==> config.mk <==
export PLATFORM = sky130hd
export DESIGN_NAME = fifo_uart_tx
export DESIGN_NICKNAME = d
export VERILOG_FILES = /design/src/rtl/fifo_uart_tx_pkg.sv /design/src/rtl/fifo_uart_baud_cnt.sv /design/src/rtl/fifo_uart_tx.sv
export SDC_FILE = /design/constraint.sdc
export NUM_CORES = 1
export LEC_CHECK = 0
export BUFFER_PORTS_ARGS = -buffer_cell sky130_fd_sc_hd__clkbuf_2
export CAP_MARGIN = 20
export CORE_MARGIN = 4
export CORE_UTILIZATION = 40
export CTS_BUF_LIST = sky130_fd_sc_hd__clkbuf_4
export DETAILED_ROUTE_END_ITERATION = 7
export GPL_ROUTABILITY_DRIVEN = 0
export PLACE_DENSITY_LB_ADDON = 0.3
export REMOVE_ABC_BUFFERS = 1
export SETUP_SLACK_MARGIN = 0.3
export SYNTH_ARGS = -nofsm -noshare
export SYNTH_HDL_FRONTEND = slang
export SYNTH_HIERARCHICAL = 1
export SYNTH_SLANG_ARGS = --single-unit
export TNS_END_PERCENT = 50
==> constraint.sdc <==
create_clock -name clk -period 1.9 [get_ports clk]
set_input_delay 0.095 -clock clk [delete_from_list [all_inputs] [get_ports clk]]
set_output_delay 0.095 -clock clk [all_outputs]
set_load 0.02 [all_outputs]
==> src/rtl/fifo_uart_tx_pkg.sv <==
`default_nettype none
// ============================================================================
// Module      : fifo_uart_tx_pkg
// Description : Shared types and helpers for the FIFO-draining UART transmitter.
//               Holds the FSM state encoding, parity mode codes and clog2.
// Revision    : 1.0 - initial release
// ============================================================================
package fifo_uart_tx_pkg;

    // Frame sequencer states; explicit 3-bit encoding
    typedef enum logic [2:0] {
        IDLE   = 3'd0,
        POP    = 3'd1,
        LOAD   = 3'd2,
        START  = 3'd3,
        DATA   = 3'd4,
        PARITY = 3'd5,
        STOP   = 3'd6
    } state_t;

    // Parity mode codes used with the PARITY_ODD parameter
    localparam int PAR_EVEN = 0;
    localparam int PAR_ODD  = 1;

    // Ceiling log2, clamped to at least 1 so derived vectors never collapse
    function automatic int clog2(input int value);
        int v;
        int r;
        v = value - 1;
        r = 0;
        for (int i = 0; i < 32; i++) begin
            if (v > 0) begin
                r = r + 1;
                v = v >> 1;
            end
        end
        return (r < 1) ? 1 : r;
    endfunction

endpackage
`default_nettype wire

==> src/rtl/fifo_uart_baud_cnt.sv <==
`default_nettype none
// ============================================================================
// Module      : fifo_uart_baud_cnt
// Description : Down-counter that times one serial bit. Loaded with
//               CLKS_PER_BIT-1 at each bit start; tick marks the last cycle.
// Revision    : 1.0 - initial release
// ============================================================================
module fifo_uart_baud_cnt
    import fifo_uart_tx_pkg::*;
#(
    parameter int WIDTH = 2
) (
    input  logic             clk,
    input  logic             rst_n,
    input  logic             load,
    input  logic [WIDTH-1:0] load_val,
    output logic             tick
);

    logic [WIDTH-1:0] r_count;

    // Reload on a bit start, otherwise count down and park at zero
    always_ff @(posedge clk or negedge rst_n) begin
        if (!rst_n) begin
            r_count <= '0;
        end else if (load) begin
            r_count <= load_val;
        end else if (r_count != '0) begin
            r_count <= r_count - WIDTH'(1);
        end
    end

    assign tick = (r_count == '0);

endmodule
`default_nettype wire

==> src/rtl/fifo_uart_tx.sv <==
`default_nettype none
// ============================================================================
// Module      : fifo_uart_tx
// Description : Drains words from the async FIFO read port (rclk domain) and
//               sends each as a UART frame: start, data LSB first, optional
//               parity, stop. All outputs decode registered state.
// Revision    : 1.0 - initial release
// ============================================================================
module fifo_uart_tx
    import fifo_uart_tx_pkg::*;
#(
    parameter int DATA_WIDTH   = 4,
    parameter int CLKS_PER_BIT = 4,
    parameter int PARITY_EN    = 1,
    parameter int PARITY_ODD   = 0
) (
    input  logic                  clk,
    input  logic                  rst_n,
    input  logic                  enable,
    input  logic                  fifo_empty,
    input  logic [DATA_WIDTH-1:0] fifo_rdata,
    output logic                  fifo_rinc,
    output logic                  tx,
    output logic                  busy,
    output logic                  frame_done,
    output logic [7:0]            frame_count
);

    localparam int                  c_baud_w   = clog2(CLKS_PER_BIT);
    localparam int                  c_bit_w    = clog2(DATA_WIDTH + 1);
    localparam logic [c_baud_w-1:0] c_baud_top = c_baud_w'(CLKS_PER_BIT - 1);
    localparam logic [c_bit_w-1:0]  c_last_bit = c_bit_w'(DATA_WIDTH - 1);
    localparam logic                c_par_odd  = (PARITY_ODD == PAR_ODD) ? 1'b1 : 1'b0;
    localparam logic                c_par_en   = (PARITY_EN != 0) ? 1'b1 : 1'b0;

    state_t                r_state;
    state_t                w_state_nxt;
    logic [DATA_WIDTH-1:0] r_shift;
    logic [c_bit_w-1:0]    r_bit_cnt;
    logic                  r_parity;
    logic [7:0]            r_frame_count;
    logic                  w_tick;
    logic                  w_baud_load;

    // One bit-time counter shared by the start, data, parity and stop slots
    fifo_uart_baud_cnt #(
        .WIDTH (c_baud_w)
    ) u_baud (
        .clk      (clk),
        .rst_n    (rst_n),
        .load     (w_baud_load),
        .load_val (c_baud_top),
        .tick     (w_tick)
    );

    // State register; async reset forces IDLE so tx returns high at once
    always_ff @(posedge clk or negedge rst_n) begin
        if (!rst_n) begin
            r_state <= IDLE;
        end else begin
            r_state <= w_state_nxt;
        end
    end

    // Next-state, baud reload and output decode from the registered state
    always_comb begin
        w_state_nxt = r_state;
        w_baud_load = 1'b0;
        fifo_rinc   = 1'b0;
        tx          = 1'b1;
        frame_done  = 1'b0;
        busy        = (r_state != IDLE);
        case (r_state)
            IDLE: begin
                // FIFO flag is only looked at here, so a pop is never issued blind
                if (enable && !fifo_empty) begin
                    w_state_nxt = POP;
                end
            end
            POP: begin
                fifo_rinc   = 1'b1;
                w_state_nxt = LOAD;
            end
            LOAD: begin
                w_baud_load = 1'b1;
                w_state_nxt = START;
            end
            START: begin
                tx = 1'b0;
                if (w_tick) begin
                    w_baud_load = 1'b1;
                    w_state_nxt = DATA;
                end
            end
            DATA: begin
                tx = r_shift[0];
                if (w_tick) begin
                    w_baud_load = 1'b1;
                    if (r_bit_cnt == c_last_bit) begin
                        w_state_nxt = c_par_en ? PARITY : STOP;
                    end
                end
            end
            PARITY: begin
                tx = r_parity;
                if (w_tick) begin
                    w_baud_load = 1'b1;
                    w_state_nxt = STOP;
                end
            end
            STOP: begin
                tx = 1'b1;
                if (w_tick) begin
                    frame_done  = 1'b1;
                    w_state_nxt = IDLE;
                end
            end
            default: begin
                w_state_nxt = IDLE;
            end
        endcase
    end

    // Data path: capture popped word, shift per bit, count finished frames
    always_ff @(posedge clk or negedge rst_n) begin
        if (!rst_n) begin
            r_shift       <= '0;
            r_bit_cnt     <= '0;
            r_parity      <= 1'b0;
            r_frame_count <= 8'd0;
        end else begin
            case (r_state)
                LOAD: begin
                    // FIFO read data is valid the cycle after the pop strobe
                    r_shift   <= fifo_rdata;
                    r_parity  <= (^fifo_rdata) ^ c_par_odd;
                    r_bit_cnt <= '0;
                end
                DATA: begin
                    if (w_tick) begin
                        r_shift   <= r_shift >> 1;
                        r_bit_cnt <= r_bit_cnt + c_bit_w'(1);
                    end
                end
                STOP: begin
                    // Wraps 255 -> 0 silently
                    if (w_tick) begin
                        r_frame_count <= r_frame_count + 8'd1;
                    end
                end
                default: begin
                end
            endcase
        end
    end

    assign frame_count = r_frame_count;

endmodule
`default_nettype wire

## Word-level counts from Yosys, hierarchy flattened

Index checks and enable logic that the tools add are counted.

| storage, ports and cells | value |
|---|---|
| bits in registers | 21 |
| latch bits | 0 |
| RAM bits | 0 |
| memory bits (read-only) | 0 |
| input bits | 8 |
| output and inout bits | 12 |
| logic and storage cells | 53 |
| memories kept | 0 |

| cells by class | value |
|---|---|
| $add $sub $neg | 3 |
| multipliers | 0 |
| divide/modulo/power cells | 0 |
| magnitude comparators | 0 |
| equal/unequal tests | 13 |
| shifts and indexed selects | 0 |
| multiplexer cells | 18 |
| bitwise logic cells | 0 |
| reduce and logical (&&, ||, !) cells | 13 |

Operators with widths:

| operator | number |
|---|---|
| $mux 3 | 7 |
| $pmux 3 s7 | 1 |
| $eq 3x2->1 const B | 3 |
| $eq 3x3->1 const B | 3 |
| $add 8x1->8 const B | 1 |
| $ne 2x1->1 const B | 4 |
| $pmux 4 s2 | 1 |
| $pmux 3 s2 | 1 |
| $reduce_and 6->1 | 1 |
| $reduce_bool 2->1 | 3 |
| $mux 2 | 2 |
| $mux 4 | 1 |
| $ne 2x2->1 const B | 2 |
| $reduce_and 2->1 | 2 |
| $reduce_xor 4->1 | 1 |
| $add 3x1->3 const B | 1 |
| $eq 3x1->1 const B | 1 |
| $logic_not 3->1 | 1 |
| $mux 1 | 3 |
| $pmux 1 s3 | 1 |
| $reduce_bool 3->1 | 1 |
| $reduce_or 3->1 | 1 |
| $logic_not 2->1 | 1 |
| $pmux 1 s2 | 1 |
| other kinds (3) | 3 |

## Depth between registers and ports, before layout

| logic depth | value |
|---|---|
| depth after elaboration | 4 |
| mapped depth | 7 |
| depth with buffers taken out | 6 |

## Modules after synthesis

Netlist, hierarchy kept.

Modules (own cells, without submodules):

| module | times used | cells an instance | area an instance (µm²) | seq. area each (µm²) |
|---|---|---|---|---|
| fifo_uart_tx | 1 | 98 | 1053.5 | 475.5 |
| fifo_uart_baud_cnt | 1 | 12 | 113.9 | 50.0 |

## Worst setup path after synthesis

Ideal clock, no wire load.

| path | value |
|---|---|
| path type | register to register |
| start | reg u_baud.r_count[0] |
| end | reg r_shift[0] |
| setup time | 0.125 ns |
| arrival time | 1.524 ns |
| required time | 1.775 ns |
| setup slack | 0.251 ns |
| stages on the path, launching flop included | 7 |
| buffers on the path | 1 |
| clock period less this slack | 1.649 ns |
| cell sequence | dfrtp_1 inv_1 ha_1 buf_2 nand3b_1 a21oi_2 mux2_2 |

| on the way | value |
|---|---|
| cells in the longest elaborated chain, start to end | 3 |

RTL lines:

| what | RTL line | RTL |
|---|---|---|
| start, declared | fifo_uart_baud_cnt.sv:20 | `logic [WIDTH-1:0] r_count;` |
| start signal, assigned | fifo_uart_baud_cnt.sv:27 | `r_count <= load_val;` |
| start signal, assigned | fifo_uart_baud_cnt.sv:29 | `r_count <= r_count - WIDTH'(1);` |
| $logic_not 2->1 | fifo_uart_baud_cnt.sv:33 | `assign tick = (r_count == '0);` |
| net w_tick | fifo_uart_tx.sv:42 | `logic w_tick;` |
| $ne 2x1->1 (no line) | -- |  |
| $reduce_and 2->1 (no line) | -- |  |
| end signal, assigned | fifo_uart_tx.sv:135 | `r_shift <= fifo_rdata;` |
| end signal, assigned | fifo_uart_tx.sv:141 | `r_shift <= r_shift >> 1;` |
| end, declared | fifo_uart_tx.sv:38 | `logic [DATA_WIDTH-1:0] r_shift;` |

The timed path passes the listed nets, and every way through them passes these cells.
A chain may end at the register's enable or synchronous reset.

## Worst setup path in the final report

| path | value |
|---|---|
| start | reg r_state[0] |
| end | reg r_shift[0] |

| on the way | value |
|---|---|
| cells in the longest elaborated chain, start to end | 3 |
| elaborated cells on any way between the ends | 6 |
| those cells by class | eq/ne: 3; mux: 1; reduce/logical: 2 |

RTL lines:

| what | RTL line | RTL |
|---|---|---|
| start, declared | fifo_uart_tx.sv:36 | `state_t r_state;` |
| start signal, assigned | fifo_uart_tx.sv:61 | `r_state <= w_state_nxt;` |
| $eq 3x3->1 or $eq 3x2->1 (tied branches) | fifo_uart_tx.sv:132 | `case (r_state)` |
| $ne 2x1->1 (no line) or $reduce_bool 2->1 (tied branches) | -- |  |
| $reduce_and 2->1 (no line) | -- |  |

Several ways; a longest one is shown, not always the timed one.

==> impl_results.md <==
* Clock latency on the worst-skew pair at 0.29 ns
* Die W at 62.02 um
* Average size of a mapped cell at 10.61 um2
* Antenna Cells at 0
* Fin. Hold Viols at 0
* PortBufs at 19
* Crit path from: r_state[0]
* GRT overflow at 0
* Setup TNS at 0 ns
* Slew @ Worst Pin at 0.5188 ns
* CTS root buf: clkbuf_4
* Post-Syn Area at 1167 um2
* Placed Instances at 160
* Final setup violation count at 0
* Final worst-path cycle share at 81.71%
* Max IR drop VDD at 1.117 mV
* Yosys warns at 6
* Number of synthesized register bits at 21
* Leak Pwr at 0.7327 nW
* GRT Util Overall at 12.43%
* Layout area overhead at 26.04%
* CTS tree: yes
* Crit Path Class: flip-flop to flip-flop
* Fillers at 257
* Area fraction of the dominant cell type after synthesis at 45.02%
* Clock buffer depth at 2
* Die height at 62.02 um
* Max-slew headroom at 65.41%
* First-pass GRT wire length at 3539 um
* Run status: complete, no violations
* Hold Crit Class: input port to flip-flop
* Layout cells sized above 1 at 36.30%
* Number of cells on the worst reg-to-reg path at 4
* Pin count of the biggest net entering global routing at 22
* Total core area at 2781 um2
* Cts bufs inserted at 3
* Routed WL at 2239 um
* Fin Clk Skew at 0.005514 ns
* Worst endpoint required time at 2.09 ns
* Setup ws final at 0.3476 ns
* FP Rows at 19
* Top-count cell post-synth: dfrtp_1
* Commonest cells post-synth: 21 x dfrtp_1, 11 x nand2_1, 8 x o21ai_0
* Routed via count at 872
* Main flop type after synthesis: dfrtp_1
* H-tree depth at 1
* Yosys top cell by area: dfrtp_1
* Dominant cells by area after synthesis: dfrtp_1 45%, xnor2_1 5.3%, ha_1 4.3%
* Crit path capture: r_shift[0]
* Slew Limit Fails at 0
* Startpoint Class: flip-flop
* Post-place setup slack at 0.2204 ns
* Tmin final at 1.552 ns
* Nets at 159
* Routed len/inst at 12.65 um
* Async SR Flop Fraction at 100.0%
* Die ar. at 3846 um2
* Critical Path Fanout Max at 4
* Initial antenna violation count at 0
* Reg2Reg Setup Slack at 0.35 ns
* HPWL after DPL at 1494 um
* R2R Path Start: r_state[0]
* Pre-Repair DR Iteration Count at 4
* Post-synth EDFFs at 0
* Non-filler cells, final at 177
* Arr. time, crit path at 1.74 ns
* Iter 0 DRT Violations at 58
* ANT nets after route at 0
* RSZ-0062 raised after global routing: true
* CTS sink cnt at 21
* Vias in the first global route at 756
* CP Capture Type: flip-flop
* Remaining DRCs at 0
* Worst flop-to-flop path endpoint: r_shift[0]
* Io pins at 20
* Sequential area share after synthesis at 45.02%
* Starting Density at 41.97%
* FMAX at 0.6442 GHz
* Min Hold Slack at 0.04726 ns
* Count of max-cap constraint violations at 0
* Drt via density at 4.927
* Synthesized netlist cell count at 110
* Cell variety after synth at 36
* Area of the multi-input gates at 610.6 um2
* PD cells at 1308 nW/um2
* Clock Pin Slew Worst Setup and Hold Paths at 0.11 ns
* Register area at 528.0 um2
[per-stage QoR]
stage                     power (mW)  util (%)  instance area, um2
after global placement         1.463     46.69                1299
after CTS                      1.752     48.99                1363
after global routing           2.079     52.90                1471
after floorplan                1.259         -                1142
final                          1.925     52.90                1471
after detailed placement       1.496     46.69                1299
[power breakdown]
part | internal, mW | switching (mW) | total, mW
combinational | 0.487 | 0.499 | 0.985
sequential | 0.586 | 0.128 | 0.714
clock | 0.0958 | 0.130 | 0.226
total | 1.17 | 0.757 | 1.93
[layout by cell type, fill, tap and decap left out, drive strengths merged, types with 7 or more instances in the layout]
cell | Yosys | layout
buf | 4 | 16
clkbuf | 0 | 22
dfrtp | 21 | 21
inv | 8 | 8
mux2 | 7 | 7
nand2 | 11 | 11
o21ai | 8 | 8
xnor2 | 7 | 7
[worst max-delay path, stage by stage (launching register included)]
cell and delay [ns]:
dfrtp_1 0.41, buf_4 0.15, nor3b_4 0.28, mux2_1 0.35
mux2_2 0.26
[timing repair]
| item | 4_1_cts | 5_1_grt |
|---|---|---|
| endpoints found under the hold margin | 21 | 0 |
| gates resized for setup | 3 | 11 |
| buffers inserted | 2 | 10 |
| hold buffers | 1 | 0 |
| pin swaps | 0 | 3 |
| endpoints found under the setup margin | 7 | 11 |
[per-layer routing]
layer  vias up  GRT usage (%)  share of wire, %
li1        447              -                 -
met1       407          17.52                47
met2        16          18.79                48
met3         2          3.099               4.3
met4         0          3.636              0.85
met5         -              0                 0
[state kept, by name, indices dropped and copies added (netlist names)]
signal	flops
frame_count	8
r_bit_cnt	3
r_parity	1
r_shift	4
r_state	3
u_baud/r_count	2
[area by class of cell]
type / count / share of cell area [%]
clock buffers: 4 / 2.041
inverters: 8 / 2.211
multi-input cells: 78 / 41.50
flip-flops and latches: 21 / 35.88
well taps: 31 / 2.636
repair buffers: 35 / 15.73
[kinds of logic (layout without fill, tap and decap cells)]
group / count (synthesis) / in the layout / synth area share (%)
AND/OR/NAND/NOR: 36 / 36 / 20.26
adder cells (fa/ha/maj): 4 / 4 / 4.287
XOR/XNOR: 11 / 11 / 8.253
multiplexers: 9 / 9 / 8.467
AO/OA/AOI/OAI: 16 / 16 / 8.361
flip-flops: 21 / 21 / 45.02
other: 1 / 2 / 0.3212
buffers and inverters: 12 / 47 / 5.038
[worst min path at each step]
stage               slack [ns]              to  cells past startpoint     startpoint
finish                    0.05      r_shift[3]                      3  fifo_rdata[3]
global route              0.07      r_shift[3]                      3  fifo_rdata[3]
CTS                       0.04      r_shift[3]                      3  fifo_rdata[3]
detailed placement        0.10        r_parity                      1          rst_n
global placement           0.1      r_state[0]                      1          rst_n
floorplan                -0.20  frame_count[0]                      0          rst_n
No activity file was read; power rests on OpenSTA's default activity.
